===== src/rtl/serial_adder_n_pkg.sv =====
// Shared definitions for the bit-serial adder: FSM state encoding and default operand width.
package serial_adder_n_pkg;

  localparam int DEFAULT_WIDTH = 8;

  typedef enum logic [1:0] {
    IDLE = 2'b00,
    RUN  = 2'b01,
    DONE = 2'b10
  } state_t;

endpackage


===== src/rtl/serial_adder_n_fa_cell.sv =====
// One-bit full adder built from two half-adder stages; the only arithmetic in the serial adder.
module fa_cell (
  input  logic a,
  input  logic b,
  input  logic cin,
  output logic s,
  output logic cout
);

  logic p;
  logic g_ab;
  logic g_pc;

  // First half adder combines the operand bits, second folds in the carry.
  assign p    = a ^ b;
  assign g_ab = a & b;
  assign s    = p ^ cin;
  assign g_pc = p & cin;
  assign cout = g_ab | g_pc;

endmodule


===== src/rtl/serial_adder_n.sv =====
// Bit-serial adder/subtractor: one full-adder cell processes one bit per cycle, LSB first.
module serial_adder_n
  import serial_adder_n_pkg::*;
#(
  parameter int WIDTH = DEFAULT_WIDTH
) (
  input  logic             clk,
  input  logic             rst,
  input  logic             start,
  input  logic             sub,
  input  logic [WIDTH-1:0] a,
  input  logic [WIDTH-1:0] b,
  input  logic             cin,
  output logic             busy,
  output logic             done,
  output logic [WIDTH-1:0] sum,
  output logic             cout,
  output logic             ovf
);

  localparam int CW = $clog2(WIDTH) + 1;
  localparam logic [CW-1:0] LAST = CW'(WIDTH - 1);

  state_t           state;
  logic [CW-1:0]    cnt;
  logic             carry;
  logic             sub_reg;
  logic [WIDTH-1:0] a_reg;
  logic [WIDTH-1:0] b_reg;
  logic [WIDTH-2:0] res_sh;
  logic [WIDTH-1:0] shifted;
  logic             fa_s;
  logic             fa_cout;

  // Subtraction reuses the adder with the latched B inverted and a forced carry-in of 1.
  fa_cell u_fa (
    .a   (a_reg[0]),
    .b   (b_reg[0] ^ sub_reg),
    .cin (carry),
    .s   (fa_s),
    .cout(fa_cout)
  );

  assign shifted = {fa_s, res_sh};

  always_ff @(posedge clk) begin
    if (rst) begin
      state   <= IDLE;
      cnt     <= '0;
      carry   <= 1'b0;
      sub_reg <= 1'b0;
      a_reg   <= '0;
      b_reg   <= '0;
      res_sh  <= '0;
      busy    <= 1'b0;
      done    <= 1'b0;
      sum     <= '0;
      cout    <= 1'b0;
      ovf     <= 1'b0;
    end else begin
      case (state)
        IDLE, DONE: begin
          done <= 1'b0;
          if (start) begin
            a_reg   <= a;
            b_reg   <= b;
            sub_reg <= sub;
            carry   <= sub ? 1'b1 : cin;
            cnt     <= '0;
            busy    <= 1'b1;
            state   <= RUN;
          end else begin
            state <= IDLE;
          end
        end
        RUN: begin
          a_reg  <= a_reg >> 1;
          b_reg  <= b_reg >> 1;
          carry  <= fa_cout;
          res_sh <= shifted[WIDTH-1:1];
          cnt    <= cnt + CW'(1);
          // On the MSB cycle, carry still holds the carry into the MSB, which gives signed overflow.
          if (cnt == LAST) begin
            state <= DONE;
            busy  <= 1'b0;
            done  <= 1'b1;
            sum   <= shifted;
            cout  <= fa_cout;
            ovf   <= carry ^ fa_cout;
          end
        end
        default: begin
          state <= IDLE;
          busy  <= 1'b0;
          done  <= 1'b0;
        end
      endcase
    end
  end

endmodule


===== config.mk =====
export PLATFORM = sky130hd
export DESIGN_NAME = serial_adder_n
export DESIGN_NICKNAME = d
export VERILOG_FILES = /design/src/rtl/serial_adder_n_pkg.sv /design/src/rtl/serial_adder_n_fa_cell.sv /design/src/rtl/serial_adder_n.sv
export SDC_FILE = /design/constraint.sdc
export NUM_CORES = 1
export LEC_CHECK = 0
export BUFFER_PORTS_ARGS = -buffer_cell sky130_fd_sc_hd__buf_2
export CORE_MARGIN = 2
export CORE_UTILIZATION = 49
export DETAILED_ROUTE_END_ITERATION = 8
export GPL_ROUTABILITY_DRIVEN = 0
export HOLD_SLACK_MARGIN = 0.06
export PLACE_DENSITY = 0.78
export SYNTH_ARGS = -nofsm -noshare
export SYNTH_HDL_FRONTEND = slang
export SYNTH_SLANG_ARGS = --single-unit

===== constraint.sdc =====
create_clock -name clk -period 1.7 [get_ports clk]
set_input_delay 0.085 -clock clk [delete_from_list [all_inputs] [get_ports clk]]
set_output_delay 0.085 -clock clk [all_outputs]
set_load 0.02 [all_outputs]

==> results.md, run 1 <==
- Status: finished, final reports clean
- Slew @ Worst Pin: roughly 0.42 ns
- Synth unique cells: 29
- Dpl ws: around 0.25 ns
- Most frequent cells after synthesis: dfxtp_1 (43), a21oi_1 (38), nand3_1 (27), nand2_1 (17), a22oi_1 (14)
- Buf/Inv on CP: 0
- DR iter-0 viols: approximately 120
- CP Capture Type: register
- NetSw: ~0.49 mW
- Slack of the worst reg-to-reg path: 0.22 ns
- Num ports: 33
- Post-CTS setup buffers: 0
- Final setup viols: 0
- Min-Delay Endpoint: state[0]
- DRC: 0
- Multi-input logic area: approximately 760 um2
- Final Cell Area: approximately 0.0022 mm2
- Synth area leaders: dfxtp_1 (49%), a21oi_1 (11%), nand3_1 (7.7%)
- WP data required: 1.97 ns
- RSZ-0062 raised after global routing: false
- Min-delay worst type: in2reg
- R2R depth: 4
- Max-slew headroom: between 70% and 80%
- Minimum clock period: around 1.5 ns
- Worst hold start: rst
- Mapped cell area: approximately 0.0017 mm2
- Max_cap viols: 0
- Top-count cell post-synth: dfxtp_1
- Combinational Power Share: roughly 14%
- Layout Nets: 267
- Clk slew on worst S/H paths: ~0.12 ns
- CORE AREA: between 0.003 and 0.004 mm2
- Critical Path AT: ~1.8 ns
- Clk root buf: clkbuf_4
- Die H: between 60 and 70 um
- Final ANT Viol Nets: 0
- Synth Register Bits: 43
- CTS sink cnt: between 40 and 50
- Post-DP Area: ~0.0019 mm2
- Worst Path Max Fanout: 12
- Synth area leader: dfxtp_1
- Adder and majority gate portion of the synthesized area: 1.87%
- Clk network pwr share: around a quarter
- Reg2reg start: cnt[0]
- Mapped Avg Cell Area: a little under 9 um2
- Die width: 63.7 um
- Initial antenna violation count: 0
- Mux contribution to synthesized area: 1.29%
- Synth warn: 0
- HPWL Detailed: about 2400 um
- Period utilization: between 80% and 90%
- Setup CP Type: reg2reg
- Via density: roughly 5.4
- GRT Util Overall: 19.6%
- Ys flop type: dfxtp_1
- Combined flip-flop and latch cell area: about 860 um2
- Via count: approximately 1.6k
- Pwr/cell area: 844 mW/mm2
- Post-synthesis sequential area ratio: around 50%
- Setup WS post-layout: roughly 0.22 ns
- Hold buffers post-CTS: 17
- Fmax: 675 MHz
- Final worst clock skew: between 0.008 and 0.009 ns
- Final Hold Viols: 0
- Max Slew Vio Count: 0
- CTS HTree Levels: 2
- Sw frac: 26.8%
- Largest stage delay on the critical path: ~0.44 ns
- CTS Buffer Depth: 2
- Clock Latency Late Sink: 0.35 ns
- Synth Net Count: ~220
- Site row count: 21
- Largest net degree at the start of global routing: 34
- Top-area cell type share of the netlist area: 49.4%
- Simple-Gate Fraction of Synth Area: 16.8%
- Internal power: 1.33 mW
- Ys async rst share: 0%
- Hold path depth: 2
- Share of post-route cells with drive strength above 1: about a fifth
- DIE AREA: approximately 0.0041 mm2
- CTS tree: yes
- N_diodes: 0
- R2r endpoint: sum[7]
- Xor and xnor fraction of the mapped netlist area: about 1%
- Post-Route WL: ~3800 um
- Post-synth EDFFs: 0
- Gr ovfl total: 0
- Routed length per instance: ~13 um
- Setup total negative slack: 0 ns
- Seq pwr share: roughly three fifths
- Post-CTS sizing: 0
- Worst setup SP type: register
- Number of global-route vias before repair: 1,395
- First-pass GRT wire length: about 6200 um
- Sequence of cells on the critical path: ha_1, and3b_1, a21oi_1, a211oi_1
- Total CTS buffers: 5
- DR pass1 iterations: 4
- Initial cell density of the core: between 50% and 60%
- Fin util: between 60% and 70%
- Slowest cell on the critical path: and3b_1
- Combinational family with the most area after synthesis: compound AO/OA/AOI/OAI gates
- I/O Buffers: 32
- Area growth syn-to-layout: 23.3%
- Fill cell count: 300
- Syn Inst Count: 199
- Peak supply drop: about 0.55 mV
- Leakage: between 0.8 and 0.9 nW
- Synth Area in Compound Gates: between 20% and 30%
- Crit path max-delay family: simple AND/OR/NAND/NOR gates
-- cell families after synthesis --
group,after synthesis
and+or+nand+nor,61
AOI/OAI and AO/OA,67
adders and majority gates,2
buffers and inverters,22
DFF,43
xor gates and xnor gates,2
muxes,2
-- worst register-to-register path: stages (launching register included) --
cell and delay (ns):
dfxtp_1 0.39, ha_1 0.22, and3b_1 0.44, a21oi_1 0.13
a211oi_1 0.23
-- power groups by stage --
stage | logic [mW] | registers, mW | clock network [mW]
floorplan | 0.164 | 1.09 | 0
global placement | 0.223 | 1.09 | 0
detailed placement | 0.227 | 1.10 | 0
CTS | 0.257 | 1.07 | 0.490
global route | 0.285 | 1.08 | 0.547
finish | 0.258 | 1.07 | 0.484
-- how the worst max path moves through the flow --
stage	start	to	slack (ns)	cells past startpoint
after floorplan	carry	ovf	0.42	5
after global placement	cnt[0]	cout	0.34	4
after detailed placement	cnt[0]	sum[7]	0.25	4
after CTS	cnt[0]	sum[7]	0.23	4
after global routing	cnt[0]	sum[7]	0.11	4
final	cnt[0]	sum[7]	0.22	4
-- stage by stage --
stage	hold slack (ns)	instances	power (mW)
3_5_place_dp	0.338	266	1.32
2_1_floorplan	0.221	199	1.25
3_3_place_gp	0.328	266	1.32
5_1_grt	0.0738	291	1.91
6_report	0.0761	291	1.82
4_1_cts	0.0746	291	1.82
-- final cells by class --
cell class,count,share of cell area [%]
flip-flops and latches,43,40.0
multi-input cells,134,35.5
repair buffers,57,18.7
well taps,46,2.68
clock buffers,6,1.92
clock inverters,2,0.582
inverters,3,0.524
-- cells in the final DEF (no fill, tap or decap), drive strengths merged --
master / n
dfxtp: 43
buf: 40
a21oi: 38
nand3: 27
nand2: 17
dlygate4sd3: 17
a22oi: 14
o21ai: 9
nor2: 6
clkbuf: 6
a211oi: 4
inv: 3
nand2b: 3
xnor2: 2
nor3: 2
mux2: 2
nand3b: 1
and2b: 1
nor2b: 1
and3b: 1
and3: 1
nand4: 1
o22a: 1
o211a: 1
fa: 1
ha: 1
clkinvlp: 1
clkinv: 1
-- per-layer routing --
metal	up-vias	wire length (um)	global-route usage, %
met2	38	1830	33.0
li1	799	-	-
met1	721	1730	23.6
met3	4	171	6.07
met5	-	0	0
met4	0	38	6.52
Power figures use the tool's default switching activity.
==> run 2, diff against run 1 <==
Settings changed: ABC_AREA set to 1.
==> results.md, run 2 <==
- Post-synthesis sequential area ratio: 47.9% (-1.4 points)
- CTS tree: yes
- Largest net degree at the start of global routing: 24 (-29%)
- Fill cell count: 311 (+3.7%)
- Max Slew Vio Count: 0 (unchanged)
- Routed length per instance: 10.6 um (-18%)
- Min-delay worst type: in2reg
- Initial cell density of the core: 52.6% (+1.1 points)
- Synth area leader: dfxtp_1
- Clk root buf: clkbuf_4
- DIE AREA: 0.00416 mm2 (+2.8%)
- Post-CTS setup buffers: 0 (unchanged)
- Pwr Total: 1.89 mW (+3.9%)
- Share of post-route cells with drive strength above 1: 16.6% (-3.8 points)
- Worst setup SP type: register
- Post-CTS sizing: 0 (unchanged)
- Clk slew on worst S/H paths: 0.13 ns (about the same)
- Total CTS buffers: 5 (unchanged)
- WL met2: 1800 um (-2.0%)
- Final setup viols: 0 (unchanged)
- Mapped Avg Cell Area: 7.24 um2 (-17%)
- Highest metal used: met4
- Final ANT Viol Nets: 0 (unchanged)
- Critical Path AT: 1.80 ns (+0.05 ns)
- Seq pwr share: 58.0% (-1.1 points)
- First-pass GRT wire length: 6210 um (+0.80%)
- Ys flop type: dfxtp_1
- Die width: 64.5 um (+1.4%)
- Slew @ Worst Pin: 0.640 ns (+0.216 ns)
- Period utilization: 90.8% (+3.7 points)
- I/O Buffers: 32 (unchanged)
- CTS HTree Levels: 2 (unchanged)
- Synth area leaders: dfxtp_1 (48%), nand2_1 (17%), a21oi_1 (7.5%)
- Initial antenna violation count: 0 (unchanged)
- Via density: 4.68 (-13%)
- DRT met1 WL: 1670 um (-3.6%)
- DRC: 0 (unchanged)
- Site row count: 21 (unchanged)
- HPWL Detailed: 2250 um (-4.5%)
- Min-Delay Endpoint: carry
- Mapped cell area: 0.00180 mm2 (+2.9%)
- GRT Util Overall: 19.3% (-0.32 points)
- Top-area cell type share of the netlist area: 47.9% (-1.4 points)
- Status: finished, final reports clean
- Final Hold Viols: 0 (unchanged)
- WP data required: 1.95 ns (-0.02 ns)
- Post-synth EDFFs: 0 (unchanged)
- R2R depth: 4 (unchanged)
- Synth Net Count: 271 (+22%)
- Fmax: 648 MHz (-4.0%)
- Peak supply drop: 0.505 mV (-8.6%)
- Most frequent cells after synthesis: nand2_1 (80), dfxtp_1 (43), nor2_1 (33), a21oi_1 (27), inv_1 (22)
- Clock Latency Late Sink: 0.37 ns (+0.02 ns)
- CTS sink cnt: 43 (unchanged)
- Met3 WL post-DR: 156 um (-8.8%)
- Post-Route WL: 3680 um (-2.7%)
- Synth warn: 0 (unchanged)
- Synth unique cells: 21 (-28%)
- Num ports: 33 (unchanged)
- DR iter-0 viols: 118 (+0.85%)
- Slack of the worst reg-to-reg path: 0.16 ns (-0.06 ns)
- CTS Buffer Depth: 2 (unchanged)
- N_diodes: 0 (unchanged)
- Top-count cell post-synth: nand2_1
- Layout Nets: 323 (+21%)
- Worst Path Max Fanout: 5 (-7)
- Via count: 1,623 (+3.9%)
- Area growth syn-to-layout: 24.0%
- CP Capture Type: register
- Most frequent cells in the layout: nand2_1 (80), dfxtp_1 (43), nor2_1 (33)
- Worst hold start: cin
- Syn Inst Count: 248 (+25%)
- Reg2reg start: state[0]
- R2r endpoint: sub_reg
- Ys async rst share: 0% (unchanged)
- CORE AREA: 0.00342 mm2 (+0.78%)
- Setup total negative slack: 0 ns (unchanged)
- Max_cap viols: 0 (unchanged)
- RSZ-0062 raised after global routing: false
- NetSw: 0.544 mW (+12%)
- Combinational Power Share: 14.1% (about the same)
- Clk network pwr share: 28.0% (+1.4 points)
- Hold path depth: 5 (+3)
- Synth Register Bits: 43 (unchanged)
- Max-slew headroom: 57.3% (-14 points)
- DR pass1 iterations: 4 (unchanged)
- Internal power: 1.34 mW (+1.1%)
- Gr ovfl total: 0 (unchanged)
- Number of global-route vias before repair: 1,410 (+1.1%)
- Setup CP Type: reg2reg
- Leakage: 1.00 nW (+22%)
- Commonest non-fill, non-tap cell in the layout: nand2_1
- Final worst clock skew: 0.00657 ns (-0.00146 ns)
- Minimum clock period: 1.54 ns (+0.0625 ns)
- Sw frac: 28.8% (+2.0 points)
- Die H: 64.5 um (+1.4%)
- Pwr/cell area: 848 mW/mm2 (+0.42%)
-- run 2: cell types whose count changed in the layout (fill, tap and decap cells not counted), sizes merged, moves of 5 or more --
cell and delta:
inv +21, o21ai +7, a22oi -14, nand3 -20, nor2 +29, buf -5
nand2 +66, a21oi -11
-- run 2: timing repair --
| item | in CTS | in global routing |
|---|---|---|
| hold buffers | 19 | 0 |
| endpoints found under the setup margin | 0 | 0 |
| endpoints found under the hold margin | 18 | 0 |
-- run 2: how the worst max path moves through the flow --
stage                   from  slack (ns)        to
finish              state[0]        0.16   sub_reg
global route        state[0]         0.1   sub_reg
CTS                 state[0]        0.25   sub_reg
detailed placement  state[0]        0.28  a_reg[5]
floorplan              carry        0.50     carry
global placement    state[0]        0.36  b_reg[5]
-- run 2: kinds of logic (layout without fill, tap and decap cells) --
kind of cell             count (synthesis)  in the layout  synth area share [%]
AO/OA/AOI/OAI                           43             43                  12.0
XOR/XNOR                                 2              2                 0.976
adder cells (fa/ha/maj)                  2              2                  1.81
buffers and inverters                   33             86                  8.64
flip-flops                              43             43                  47.9
AND/OR/NAND/NOR                        125            125                  28.6
-- run 2: metal layers --
| layer | GRT usage, % | vias to the layer above |
|---|---|---|
| li1 | - | 874 |
| met1 | 22.4 | 702 |
| met2 | 33.3 | 42 |
| met3 | 4.86 | 5 |
| met4 | 8.78 | 0 |
| met5 | 0 | - |
-- run 2: stage by stage --
stage	area (um2)	hold slack, ns	utilization (%)	worst slack (ns)	instances
CTS	2230	0.0841	65.2	0.253	347
global placement	1970	0.342	57.8	0.362	320
floorplan	1800	0.154	-	0.502	248
detailed placement	1970	0.347	57.8	0.279	320
global route	2230	0.153	65.2	0.0985	347
finish	2230	0.0800	65.2	0.156	347
-- run 2: worst max-delay path, stage by stage, from the launching register on --
cell and delay (ns):
dfxtp_1 0.53, inv_4 0.11, nand3_1 0.13, dlygate4sd3_1 0.58
a21oi_1 0.08
-- run 2: final cells by class --
| type | count | area (um2) | area share [%] |
|---|---|---|---|
| tap | 46 | 57.6 | 2.59 |
| clock buffer | 5 | 37.5 | 1.69 |
| timing repair buffer | 54 | 373 | 16.8 |
| clock inverter | 3 | 23.8 | 1.07 |
| inverter | 24 | 93.8 | 4.22 |
| multi-input combinational | 172 | 779 | 35.0 |
| sequential | 43 | 861 | 38.7 |
-- run 2: power by group through the flow --
stage | clock network, mW | logic (mW) | registers, mW
after floorplan | 0 | 0.177 | 1.11
after global placement | 0 | 0.225 | 1.11
after detailed placement | 0 | 0.230 | 1.11
after CTS | 0.534 | 0.263 | 1.09
after global routing | 0.586 | 0.304 | 1.10
final | 0.528 | 0.265 | 1.09
